**src/rtl/change_payout_seq.sv**
```systemverilog
// Greedy change payout: ejects quarters, dimes and nickels until the latched amount is paid, with a drop-sensor jam check.
// The first eject comes 2 cycles after change_valid is accepted. There is no backpressure; requests outside IDLE are dropped.
module change_payout_seq #(
  parameter int TUBE_DEPTH = 15,
  parameter int TIMEOUT    = 8,
  localparam int CW = $clog2(TUBE_DEPTH + 1)
) (
  input  logic          clock,
  input  logic          reset,
  input  logic          change_valid,
  input  logic [2:0]    change_amt,
  input  logic          coin_drop,
  input  logic          refill,
  output logic          busy,
  output logic          eject_q,
  output logic          eject_d,
  output logic          eject_n,
  output logic          done,
  output logic          fault,
  output logic          fault_code,
  output logic [2:0]    remaining,
  output logic [CW-1:0] q_cnt,
  output logic [CW-1:0] d_cnt,
  output logic [CW-1:0] n_cnt,
  output logic          exact_only
);

  localparam int TW = $clog2(TIMEOUT);
  localparam logic [CW-1:0] FULL       = CW'(TUBE_DEPTH);
  localparam logic [CW-1:0] CNT_ONE    = CW'(1);
  localparam logic [TW-1:0] TIMER_ONE  = TW'(1);
  localparam logic [TW-1:0] TIMER_LAST = TW'(TIMEOUT - 1);

  typedef enum logic [2:0] {
    S_IDLE, S_SELECT, S_EJECT, S_WAIT_DROP, S_DONE, S_FAULT
  } state_t;

  typedef enum logic [1:0] {COIN_Q, COIN_D, COIN_N} coin_t;

  state_t        state, state_nxt;
  coin_t         coin, coin_pick;
  logic [2:0]    amt;
  logic [2:0]    coin_val;
  logic [TW-1:0] timer;
  logic [TW-1:0] timer_inc;
  logic          jam;
  logic          pick_q, pick_d, pick_n;

  // Greedy choice; a tube is only picked when it still holds a coin, so counts never underflow.
  assign pick_q    = (amt >= 3'd5) && (q_cnt != '0);
  assign pick_d    = (amt >= 3'd2) && (d_cnt != '0);
  assign pick_n    = (n_cnt != '0);
  assign coin_pick = pick_q ? COIN_Q : (pick_d ? COIN_D : COIN_N);
  assign timer_inc = timer + TIMER_ONE;

  always_comb begin
    coin_val = 3'd1;
    case (coin)
      COIN_Q:  coin_val = 3'd5;
      COIN_D:  coin_val = 3'd2;
      default: coin_val = 3'd1;
    endcase
  end

  always_ff @(posedge clock) begin
    if (reset) state <= S_IDLE;
    else       state <= state_nxt;
  end

  always_ff @(posedge clock) begin
    if (reset) begin
      amt   <= '0;
      coin  <= COIN_N;
      timer <= '0;
      jam   <= 1'b0;
      q_cnt <= FULL;
      d_cnt <= FULL;
      n_cnt <= FULL;
    end else begin
      case (state)
        S_IDLE: begin
          if (refill) begin
            q_cnt <= FULL;
            d_cnt <= FULL;
            n_cnt <= FULL;
          end
          if (change_valid) amt <= change_amt;
        end
        S_SELECT: begin
          coin <= coin_pick;
          jam  <= 1'b0;
        end
        // The coin is charged to inventory here even if it later jams.
        S_EJECT: begin
          timer <= '0;
          case (coin)
            COIN_Q:  q_cnt <= q_cnt - CNT_ONE;
            COIN_D:  d_cnt <= d_cnt - CNT_ONE;
            default: n_cnt <= n_cnt - CNT_ONE;
          endcase
        end
        S_WAIT_DROP: begin
          if (coin_drop)                    amt   <= amt - coin_val;
          else if (timer_inc == TIMER_LAST) jam   <= 1'b1;
          else                              timer <= timer_inc;
        end
        default: ;
      endcase
    end
  end

  always_comb begin
    state_nxt = state;
    case (state)
      S_IDLE: begin
        if (change_valid) state_nxt = (change_amt == 3'd0) ? S_DONE : S_SELECT;
      end
      S_SELECT: begin
        if (amt == 3'd0)                     state_nxt = S_DONE;
        else if (pick_q || pick_d || pick_n) state_nxt = S_EJECT;
        else                                 state_nxt = S_FAULT;
      end
      S_EJECT:     state_nxt = S_WAIT_DROP;
      S_WAIT_DROP: begin
        if (coin_drop)                    state_nxt = S_SELECT;
        else if (timer_inc == TIMER_LAST) state_nxt = S_FAULT;
      end
      S_DONE:      state_nxt = S_IDLE;
      S_FAULT:     state_nxt = S_IDLE;
      default:     state_nxt = S_IDLE;
    endcase
  end

  always_comb begin
    busy       = (state != S_IDLE);
    eject_q    = 1'b0;
    eject_d    = 1'b0;
    eject_n    = 1'b0;
    done       = (state == S_DONE);
    fault      = (state == S_FAULT);
    fault_code = 1'b0;
    remaining  = 3'd0;
    if (state == S_EJECT) begin
      eject_q = (coin == COIN_Q);
      eject_d = (coin == COIN_D);
      eject_n = (coin == COIN_N);
    end
    if (state == S_FAULT) begin
      fault_code = jam;
      remaining  = amt;
    end
  end

  assign exact_only = (n_cnt == '0) || ((d_cnt == '0) && (n_cnt <= CNT_ONE));

endmodule

```
**config.mk**
```make
export PLATFORM = sky130hd
export DESIGN_NAME = change_payout_seq
export DESIGN_NICKNAME = d
export VERILOG_FILES = /design/src/rtl/change_payout_seq.sv
export SDC_FILE = /design/constraint.sdc
export NUM_CORES = 1
export LEC_CHECK = 0
export BUFFER_PORTS_ARGS = -buffer_cell sky130_fd_sc_hd__buf_4
export CORE_ASPECT_RATIO = 1.2
export CORE_UTILIZATION = 40
export CTS_CLUSTER_DIAMETER = 40
export DETAILED_ROUTE_END_ITERATION = 8
export GPL_ROUTABILITY_DRIVEN = 0
export GPL_TIMING_DRIVEN = 0
export PLACE_DENSITY_LB_ADDON = 0.05
export SLEW_MARGIN = 20
export SYNTH_ARGS = -nofsm -noshare
export SYNTH_HDL_FRONTEND = slang
export SYNTH_SLANG_ARGS = --single-unit
```
**constraint.sdc**
```tcl
create_clock -name clock -period 5.6 [get_ports clock]
set_clock_uncertainty 0.15 [all_clocks]
set_input_delay 0.28 -clock clock [delete_from_list [all_inputs] [get_ports clock]]
set_output_delay 0.28 -clock clock [all_outputs]
set_load 0.05 [all_outputs]
```
# Yosys cells after proc, flatten, opt, wreduce, memory -nomap -nowiden
# Index checks and enable logic that the tools add are counted.
[totals]
word_cells = 93
in_bits = 8
output_inout_bits = 23
regBits = 24
[classes]
eq_ne = 18
n_reduce_logical = 28
n_addsub = 5
magnitude_cmp = 3
mux = 31
[op_table]
columns = ["cell", "n"]
rows = [
  ["2-to-1 mux 3 bit", 11],
  ["case mux 4 bit (2 select lines)", 3],
  ["case mux 3 bit (2 select lines)", 3],
  ["AND reduction 3 bit", 6],
  ["2-to-1 mux 4 bit", 4],
  ["inequality test 2 bit (second input constant)", 7],
  ["case mux 3 bit (4 select lines)", 1],
  ["nonzero test 4 bit", 3],
  ["subtractor 4 x 1 -> 4 bit (second input constant)", 3],
  ["equality test 3 bit (second input constant)", 3],
  ["logical NOT 3 bit", 3],
  ["logical NOT 4 bit", 2],
  ["nonzero test 2 bit", 4],
  ["equality test 3 x 2 -> 1 bit (second input constant)", 2],
  ["2-to-1 mux 1 bit", 6],
  ["<= comparator 4 x 1 -> 1 bit (second input constant)", 1],
  ["2-to-1 mux 2 bit", 2],
  ["inequality test 2 x 1 -> 1 bit (second input constant)", 2],
  ["adder 3 x 1 -> 3 bit (second input constant)", 1],
  ["equality test 3 x 1 -> 1 bit (second input constant)", 1],
  ["greater-or-equal comparator 3 x 2 -> 1 bit (second input constant)", 1],
  ["greater-or-equal comparator 3 bit (second input constant)", 1],
  ["logical AND 1 bit", 3],
  ["logical OR 1 bit", 3],
  ["other kinds (9)", 9],
]

# Depth between registers and ports, before layout
# Gate-level depths: netlist of run 1.
[logic_depth]
ltp_word = 7
ltp_mapped = 7
depth_no_buf = 7

# Worst setup path before layout of run 1
# No wires, ideal clock.
[synth_timing]
kind = "reg2out"
startpoint = "register state[1]"
endpoint = "output port eject_n"
arrival_time_ns = 2.149
stages_incl_launch_ff = 4
path_buffers = 1
slack_ns = 3.021
t_required_ns = 5.170
cell_sequence = "dfxtp_1 > or3b_2 > clkbuf_1 > nor3b_1"
[synth_via]
elab_chain_cells = 2
[synth_lines]
columns = ["element", "line_no", "source"]
rows = [
  ["start, declared", "40", "state_t state, state_nxt;"],
  ["start signal, assigned", "67", "else state <= state_nxt;"],
  ["equality test 3 x 2 -> 1 bit", "143", "if (state == S_EJECT) begin"],
  ["2-to-1 mux 1 bit", "143", ""],
  ["end, declared", "17", "output logic eject_n,"],
]
# Every way passes these cells.

# Worst setup path in the final report of run 1
# Ends and elaborated chain as after synthesis.

==> out/metrics.yaml, run 1 <==
critical_path:
  startpoint_type: "flop"
  crit_required_ps: 5170
  arrival_ps: 1850
  crit_type: "reg2out"
  reg2reg_depth: 7
  worst_setup_path_end_kind: "primary output"
  path_max_fanout: 6
run:
  timing.max_cap.violations: 0
floorplan:
  rows: 23
  fp.dieH_um: 67.3
  floorplan.initialDensity_pct: 42.2
  die_area_sq_um: 3800
  pin_count: 31
  die_w_um: 56.4
  core-area_sq_um: 3370
synthesis:
  synth-seq-cells: 24
  yosysWarnings: 0
  synth.distinct_cells: 40
  async_reset_ff_share_pct: 0
  avgSynthCellArea_sq_um: 8.31
  postSynthNetCount: 188
  synth_area_sq_um: 1420
  synthCells: 171
  synth_edf_count: 0
  synth_seq_area_share_pct: 33.8
  synth_flop_cell: "dfxtp_1"
layout:
  synthToLayoutAreaGrowth_pct: 22.0
  drive_gt1_share_pct: 20.1
  fin_cells: 241
  n_antenna_cell: 0
  fin_nets: 223
  fin_util_pct: 51.5
clocking:
  clock_path_buffers: 2
  hold_buffers: 0
  cts_tree: "yes"
  clock_latency_ps: 260
  postCtsSetupRepairBufs: 0
  cts-resized-gates: 0
  clock-sinks: 24
  clk_pin_slew_worst_paths_ps: 80
  htreeDepth: 1
  root_buffer: "clkbuf_8"
  cts_buffers: 3
sta:
  rsz0062_at_grt: "no"
  fmax_mhz: 439
  finalSetupViolations: 0
  fin_setup_tns_ps: 0
  timing.hold.ws_ps: 119
  fin_ws_ps: 3320
  finalCritPeriodShare_pct: 40.7
  hold_viol: 0
  relSlewSlack_pct: 56.1
  fin_crit_ps: 2280
  tightest_slew_ps: 653
  slew_violations: 0
detailed_routing:
  drt-pass1-iter-count: 4
  wirelength_um: 3180
  ant_nets: 0
  route.detailed.drc: 0
  vias: 1249
  drt_iter0_drc: 27
  drt-wirelength-per-cell_um: 13.2
  vias_per_cell: 5.18
placement:
  dp_slack_ps: 3390
  io_buffers: 30
  place_inst: 238
  hpwl_um: 2510
pwr:
  powerDensity_nw_per_um2: 262
  irDropWorstVdd_mv: 0.158
  power_leakage_nw: 0.771
worst_hold_path:
  hp-class: "in2reg"
  worstHoldPathCells: 3
global_routing:
  grt_overflow: 0
  grt_usage_pct: 18.5
  grt_max_degree: 13
  first_global_vias: 1219
  grt_first_pass_wirelength_um: 5510
  antenna_found_initial: 0
outcome:
  status: "finished clean"
==> metal layers <==
layer	part of all wire, %	GRT usage, %
met3	3.9	2.68
met1	46	21.8
met2	50	34.4
met5	0	0
met4	0.60	6.71
==> critical path: stages, from the launching register on <==
cell and delay, ps:
dfxtp_1 420, or3b_2 470, clkbuf_1 220, nor3b_1 250
buf_4 240
==> power by group <==
part	internal, mW	switching [mW]
registers	0.184	0.0163
clock network	0.0479	0.0493
logic	0.0585	0.0978
total	0.291	0.163
==> sequential cells by signal, indices dropped and copies added (netlist names) <==
| name | cells |
|---|---|
| n_cnt | 4 |
| amt | 3 |
| coin | 2 |
| state | 3 |
| timer | 3 |
| jam | 1 |
| q_cnt | 4 |
| d_cnt | 4 |
==> Yosys cell counts, drive strengths merged, types with 3 or more instances <==
library cell   n  area share, %
nand3b         4            2.1
o21a           3            1.6
o211ai         4            2.1
ha             8            7.0
nand2         17            4.5
inv           12            3.2
dfxtp         24             34
xnor2          5            3.1
nor3b          5            2.6
a21oi          7            2.5
o21ai          6            2.1
nor3          10            3.5
mux2i          3            2.1
nor2          20            5.3
xor2           5            3.1
clkbuf         5            1.4
and2           5            2.2
==> cells by family after synthesis <==
logic type,count (synthesis),synth area share [%]
AOI/OAI and AO/OA,31,16.3
xor gates and xnor gates,10,6.16
adders and majority gates,9,8.45
buffers and inverters,18,4.93
DFF,24,33.8
muxes,5,3.70
and+or+nand+nor,74,26.7
==> final timing paths <==
path                                from        to  slack, ps
worst max-delay path            state[1]   eject_n       3320
worst min-delay path               reset  d_cnt[1]        120
worst max register to register   coin[1]    amt[2]       3420
worst min register to register       jam       jam        340
==> layout make-up <==
class | instances | area (sq um)
plain buffers | 6 | 25.0
clock buffers | 3 | 41.3
fillers | 349 | 1630
inverters | 12 | 45.0
multi-input cells | 129 | 871
flip-flops and latches | 24 | 480
well taps | 37 | 46.3
repair buffers | 30 | 225
==> layout by cell type (no fill, tap or decap), types with 5 or more instances in the layout <==
cell     count
a21oi_1      7
and2_1       5
buf_4       30
dfxtp_1     24
ha_1         8
inv_1       12
nand2_1     17
nor2_1      20
nor3_1      10
nor3b_1      5
o21ai_0      6
xnor2_1      5
xor2_1       5
==> per-stage QoR <==
stage	cell area, sq um	power, mW
finish	1730	0.454
global route	1730	0.487
CTS	1730	0.461
detailed placement	1690	0.361
global placement	1690	0.357
floorplan	1420	0.319
No activity file was read; power rests on OpenSTA's default activity.
==> run 2: changes to the inputs <==
Settings changed: ABC_AREA from default to 1.
Clock period 5.6 ns to 2.2 ns, I/O delays scaled along.
==> run 2 against run 1 <==
Net effect:
- non-clock buffer count decreased by 5
- worst setup slack got worse by 3100 ps
- area after synthesis increased by 6.3%
- hold slack got worse by 87 ps
- wire length decreased by 0.13%
- largest power group is now combinational cells
- via count increased by 9.9%
- power increased to 5.1 times the previous value
- combinational power increased to 9.0 times the previous value
- critical path type is now reg2reg
==> out/metrics.yaml, run 2 <==
sta:
  relSlewSlack_pct: 78.4  # was 56.1%
  timing.hold.ws_ps: 31.8  # was 119 ps
  hold_viol: 0  # unchanged
  fin_ws_ps: 262  # was 3320 ps
  finalSetupViolations: 0  # unchanged
  tightest_slew_ps: 321  # was 653 ps
  finalCritPeriodShare_pct: 88.1
  fmax_mhz: 516
  slew_violations: 0  # unchanged
  fin_crit_ps: 1940
  rsz0062_at_grt: "no"  # unchanged
detailed_routing:
  vias: 1373  # was 1249
  wirelength_um: 3170  # was 3180 um
  route.detailed.drc: 0  # unchanged
  met3WireLength_um: 98  # was 123 um
  routed.top_layer: "met4"  # unchanged
  drt_iter0_drc: 33  # was 27
  drt-pass1-iter-count: 2  # was 4
  wl_met2_um: 1480  # was 1590 um
  drt-wirelength-per-cell_um: 10.4  # was 13.2 um
  vias_per_cell: 4.50  # was 5.18
  ant_nets: 0  # unchanged
  wl_met1_um: 1550  # was 1450 um
placement:
  place_area_sq_um: 1810  # was 1690 sq um
  hpwl_um: 2530  # was 2510 um
  dp_slack_ps: 250  # was 3390 ps
  place_inst: 301  # was 238
  io_buffers: 30  # unchanged
synthesis:
  synth_common_cells: "nand2_1, inv_1, nor2_1, dfxtp_1, nand3_1"  # was dfxtp_1, nor2_1, nand2_1, inv_1, nor3_1
  synth_seq_area_share_pct: 31.8  # was 33.8%
  synth_area_sq_um: 1510  # was 1420 sq um
  yosysWarnings: 0  # unchanged
  synth-seq-cells: 24  # unchanged
  synth_area_leader_cell: "dfxtp_1"  # unchanged
  synth_top_area_share_pct: 31.8  # was 33.8%
  async_reset_ff_share_pct: 0  # unchanged
  synthCells: 219  # was 171
  postSynthNetCount: 236  # was 188
  synth_flop_cell: "dfxtp_1"  # unchanged
  yosysMostFrequentCell: "nand2_1"  # was dfxtp_1
  synthTopCellsByArea: "dfxtp_1, nand2_1, inv_1, nor2_1, ha_1"  # was dfxtp_1, ha_1, nor2_1, nand2_1, nor3_1
  synth.distinct_cells: 31  # was 40
  synth_edf_count: 0  # unchanged
  avgSynthCellArea_sq_um: 6.90  # was 8.31 sq um
layout:
  final_cell_mix: "nand2_1, inv_1, buf_4"  # was buf_4, dfxtp_1, nor2_1
  final_common_cell: "nand2_1"  # was buf_4
  reg_top3: "d_cnt x4, n_cnt x4, q_cnt x4"  # unchanged
  n_antenna_cell: 0  # unchanged
  fin_util_pct: 51.3  # was 51.5%
  drive_gt1_share_pct: 23.3  # was 20.1%
  fillerInstances: 395  # was 349
  synthToLayoutAreaGrowth_pct: 23.3  # was 22.0%
  fin_nets: 272  # was 223
  fin_cells: 305  # was 241
  final_area_sq_um: 1860  # was 1730 sq um
clocking:
  cts_buffers: 3  # unchanged
  clock_latency_ps: 270  # was 260 ps
  cts_tree: "yes"  # unchanged
  clock_path_buffers: 2  # unchanged
  clk_pin_slew_worst_paths_ps: 90  # was 80 ps
  clock-sinks: 24  # unchanged
  htreeDepth: 1  # unchanged
  cts-resized-gates: 0  # unchanged
  root_buffer: "clkbuf_8"  # unchanged
global_routing:
  grt_overflow: 0  # unchanged
  grt_max_degree: 13  # unchanged
  grt_first_pass_wirelength_um: 5460  # was 5510 um
  grt_usage_pct: 17.3  # was 18.5%
  antenna_found_initial: 0  # unchanged
  first_global_vias: 1291  # was 1219
pwr:
  irDropWorstVdd_mv: 0.668  # was 0.158 mV
  power_leakage_nw: 0.955  # was 0.771 nW
  powerDensity_nw_per_um2: 1240  # was 262 nW/um^2
floorplan:
  core-area_sq_um: 3630  # was 3370 sq um
  fp.dieH_um: 69.3  # was 67.3 um
  rows: 24  # was 23
  die_w_um: 58.1  # was 56.4 um
  die_area_sq_um: 4030  # was 3800 sq um
  pin_count: 31  # unchanged
  floorplan.initialDensity_pct: 41.6  # was 42.2%
critical_path:
  startpoint_type: "flop"  # unchanged
  arrival_ps: 2000  # was 1850 ps
  path_max_fanout: 4  # was 6
  crit_type: "reg2reg"  # was reg2out
  crit_required_ps: 2260  # was 5170 ps
  worst_setup_path_end_kind: "flop"  # was primary output
run:
  timing.max_cap.violations: 0  # unchanged
worst_hold_path:
  hp-class: "in2reg"  # unchanged
outcome:
  status: "finished clean"  # unchanged
[run 2: what timing repair did]
item                      CTS  global route
hold buffers                1             0
setup buffers               0             0
hold endpoints to repair    6             0
[run 2: metrics by stage]
step,TNS [ps],total power [mW]
floorplan,-516,1.75
global placement,0,2.06
detailed placement,0,2.06
CTS,0,2.34
global route,0,2.52
finish,0,2.31
[run 2: worst max-delay path: stages, from the launching register on]
cell	delay, ps
dfxtp_1	380
nand2_1	140
ha_1	220
fa_1	400
xnor2_1	190
inv_1	60
nand2_1	60
nand3_1	60
nand2_1	60
nand2_1	50
a21oi_1	110
[run 2: power by group]
group,internal [mW],switching (mW),leakage [nW],total (mW)
clock network,0.123,0.145,0.0216,0.268
registers,0.536,0.0939,0.196,0.630
logic,0.458,0.956,0.737,1.41
[run 2: logic make-up after synthesis]
| group | after synthesis | synth area share, % |
|---|---|---|
| simple gates | 112 | 35.3 |
| flops | 24 | 31.8 |
| xor+xnor | 4 | 2.32 |
| compound gates | 30 | 12.6 |
| fa+ha+maj | 9 | 7.95 |
| buf+inv | 40 | 10.1 |
[run 2: path summary, 6_finish.rpt]
check	startpoint	end	slack [ps]	cells after the start
hold reg to reg	timer[2]	timer[2]	320	2
setup / recovery	coin[0]	amt[2]	260	10
setup reg to reg	coin[0]	amt[2]	260	10
hold / removal	coin_drop	state[0]	30	4
[run 2: routing by layer]
| metal | GRT usage [%] | vias to the layer above |
|---|---|---|
| met5 | 0 | - |
| met4 | 5.56 | 0 |
| met3 | 2.80 | 4 |
| met2 | 28.7 | 20 |
| met1 | 22.6 | 591 |
| li1 | - | 758 |
[run 2: area by class of cell]
| cell class | instances | area, sq um | share of cell area [%] |
|---|---|---|---|
| clock buffer | 3 | 41.3 | 2.22 |
| timing repair buffer | 31 | 235 | 12.6 |
| inverter | 40 | 153 | 8.19 |
| tap | 52 | 65.1 | 3.49 |
| multi-input combinational | 155 | 888 | 47.7 |
| sequential | 24 | 480 | 25.8 |
==> run 3: changes to the inputs <==
Settings changed: CORE_UTILIZATION 40 to 46, HOLD_SLACK_MARGIN from default to 0.02, MAX_ROUTING_LAYER from default to met4.
==> run 3 against run 2 <==
Net effect:
- design area rose by 0.81%
- highest routed layer unchanged
- register-to-register slack got worse by 140 ps
- worst setup slack got worse by 140 ps
- first-iteration DRC count fell by 45%
- critical endpoint is now state[0]
- flip-flop and latch count did not move
- wire length fell by 1.7%
- count of clock-buffer cells in the layout rose by 1
==> out/metrics.yaml, run 3 (synthesized netlist as in run 2, its figures left out) <==
outcome:
  status: "finished clean"  # unchanged
sta:
  rsz0062_at_grt: "no"  # unchanged
  hold_viol: 0  # unchanged
  relSlewSlack_pct: 79.3  # was 78.4%
  fmax_mhz: 482  # was 516 MHz
  fin_setup_tns_ps: 0  # unchanged
  finalSetupViolations: 0  # unchanged
  tightest_slew_ps: 308  # was 321 ps
  finalCritPeriodShare_pct: 94.4  # was 88.1%
  fin_crit_ps: 2080  # was 1940 ps
  slew_violations: 0  # unchanged
layout:
  final_cell_mix: "nand2_1, inv_1, buf_4"  # unchanged
  multiInputGateArea_sq_um: 888  # unchanged
  fillerInstances: 298  # was 395
  n_antenna_cell: 0  # unchanged
  final-seq-area_sq_um: 480  # unchanged
  fin_nets: 276  # was 272
  final_common_cell: "nand2_1"  # unchanged
  fin_util_pct: 60.9  # was 51.3%
  drive_gt1_share_pct: 23.3  # about the same
  synthToLayoutAreaGrowth_pct: 24.3  # was 23.3%
  reg_top3: "d_cnt x4, n_cnt x4, q_cnt x4"  # unchanged
global_routing:
  antenna_found_initial: 0  # unchanged
  first_global_vias: 1292  # was 1291
  grt_first_pass_wirelength_um: 5290  # was 5460 um
  grt_usage_pct: 20.7  # was 17.3%
  grt_max_degree: 14  # was 13
  grt_overflow: 0  # unchanged
detailed_routing:
  route.detailed.drc: 0  # unchanged
  drt-wirelength-per-cell_um: 10.6  # was 10.4 um
  vias_per_cell: 4.89  # was 4.50
  vias: 1437  # was 1373
  drt_iter0_drc: 18  # was 33
  ant_nets: 0  # unchanged
  drt-pass1-iter-count: 4  # was 2
  wirelength_um: 3120  # was 3170 um
floorplan:
  die_area_sq_um: 3520  # was 4030 sq um
  pin_count: 31  # unchanged
  die_w_um: 54.3  # was 58.1 um
  rows: 22  # was 24
  fp.dieH_um: 64.8  # was 69.3 um
  floorplan.initialDensity_pct: 49.0  # was 41.6%
  core-area_sq_um: 3080  # was 3630 sq um
clocking:
  cts_tree: "yes"  # unchanged
  cts-resized-gates: 0  # unchanged
  clock-sinks: 24  # unchanged
  cts_buffers: 3  # unchanged
  clock_latency_ps: 320  # was 270 ps
  postCtsSetupRepairBufs: 0  # unchanged
  clk_pin_slew_worst_paths_ps: 140  # was 90 ps
  clock_path_buffers: 2  # unchanged
  root_buffer: "clkbuf_4"  # was clkbuf_8
  htreeDepth: 1  # unchanged
run:
  timing.max_cap.violations: 0  # unchanged
pwr:
  powerDensity_nw_per_um2: 1220  # was 1240 nW/um^2
  power_leakage_nw: 0.973  # was 0.955 nW
  irDropWorstVdd_mv: 0.931  # was 0.668 mV
  design_power_total_mw: 2.30  # was 2.31 mW
critical_path:
  worst_setup_path_end_kind: "flop"  # unchanged
  arrival_ps: 2140  # was 2000 ps
  r2r_start: "timer[0]"  # was coin[0]
  crit_type: "reg2reg"  # unchanged
  crit_required_ps: 2270  # was 2260 ps
  reg2reg_depth: 9  # was 10
  timing.rr.end: "state[0]"  # was amt[2]
  startpoint_type: "flop"  # unchanged
  r2r_slack_ps: 120  # was 260 ps
  path_max_fanout: 5  # was 4
worst_hold_path:
  holdPathEnd: "amt[0]"  # was state[0]
  worstHoldStart: "change_amt[0]"  # was coin_drop
  hp-class: "in2reg"  # unchanged
  worstHoldPathCells: 5  # was 4
placement:
  hpwl_um: 2420  # was 2530 um
  io_buffers: 30  # unchanged
## run 3: how the worst max path moves through the flow
stage	startpoint	endpoint	slack, ps	depth (start not counted)
6_report	timer[0]	state[0]	120	9
5_1_grt	coin[0]	amt[2]	30	10
4_1_cts	timer[0]	state[0]	110	9
3_5_place_dp	coin[0]	amt[2]	260	10
3_3_place_gp	coin[0]	amt[2]	260	10
2_1_floorplan	state[0]	fault_code	-130	4
## run 3: per-layer routing
metal  global-route usage, %  part of all wire [%]
met2                    37.5                    49
met5                       -                     0
met4                    6.73                   1.3
met3                    2.82                   2.5
met1                    22.0                    47
## run 3: per-stage QoR
step	setup WS (ps)	hold slack (ps)	area [sq um]	instances
6_report	124	31.4	1880	294
5_1_grt	35.0	55.9	1880	294
4_1_cts	112	39.6	1880	294
3_5_place_dp	259	193	1790	285
3_3_place_gp	262	190	1790	285
2_1_floorplan	-129	29.1	1520	219
## run 3: power breakdown
group          switching, mW  internal [mW]
sequential            0.0952          0.536
combinational          0.958          0.471
clock                  0.134          0.101
## run 3: repair_timing
action                                  in CTS  in global routing
endpoints found under the setup margin       0                  0
hold endpoints to repair                     7                  0
hold buffers                                 5                  0
## run 3: worst max-delay path, stage by stage (launching register included)
cell and delay [ps]:
dfxtp_1 340, ha_1 200, or2_2 280, nand3_1 110
nand2_2 100, nand2_1 80, nor2_2 40, nand2_1 70
a21oi_1 50, dlygate4sd3_1 540
## run 3: area by class of cell
| cell class | count | share of cell area (%) |
|---|---|---|
| clock buffers | 4 | 1.93 |
| multi-input cells | 155 | 47.3 |
| well taps | 36 | 2.40 |
| inverters | 40 | 8.13 |
| flip-flops and latches | 24 | 25.6 |
| repair buffers | 35 | 14.7 |
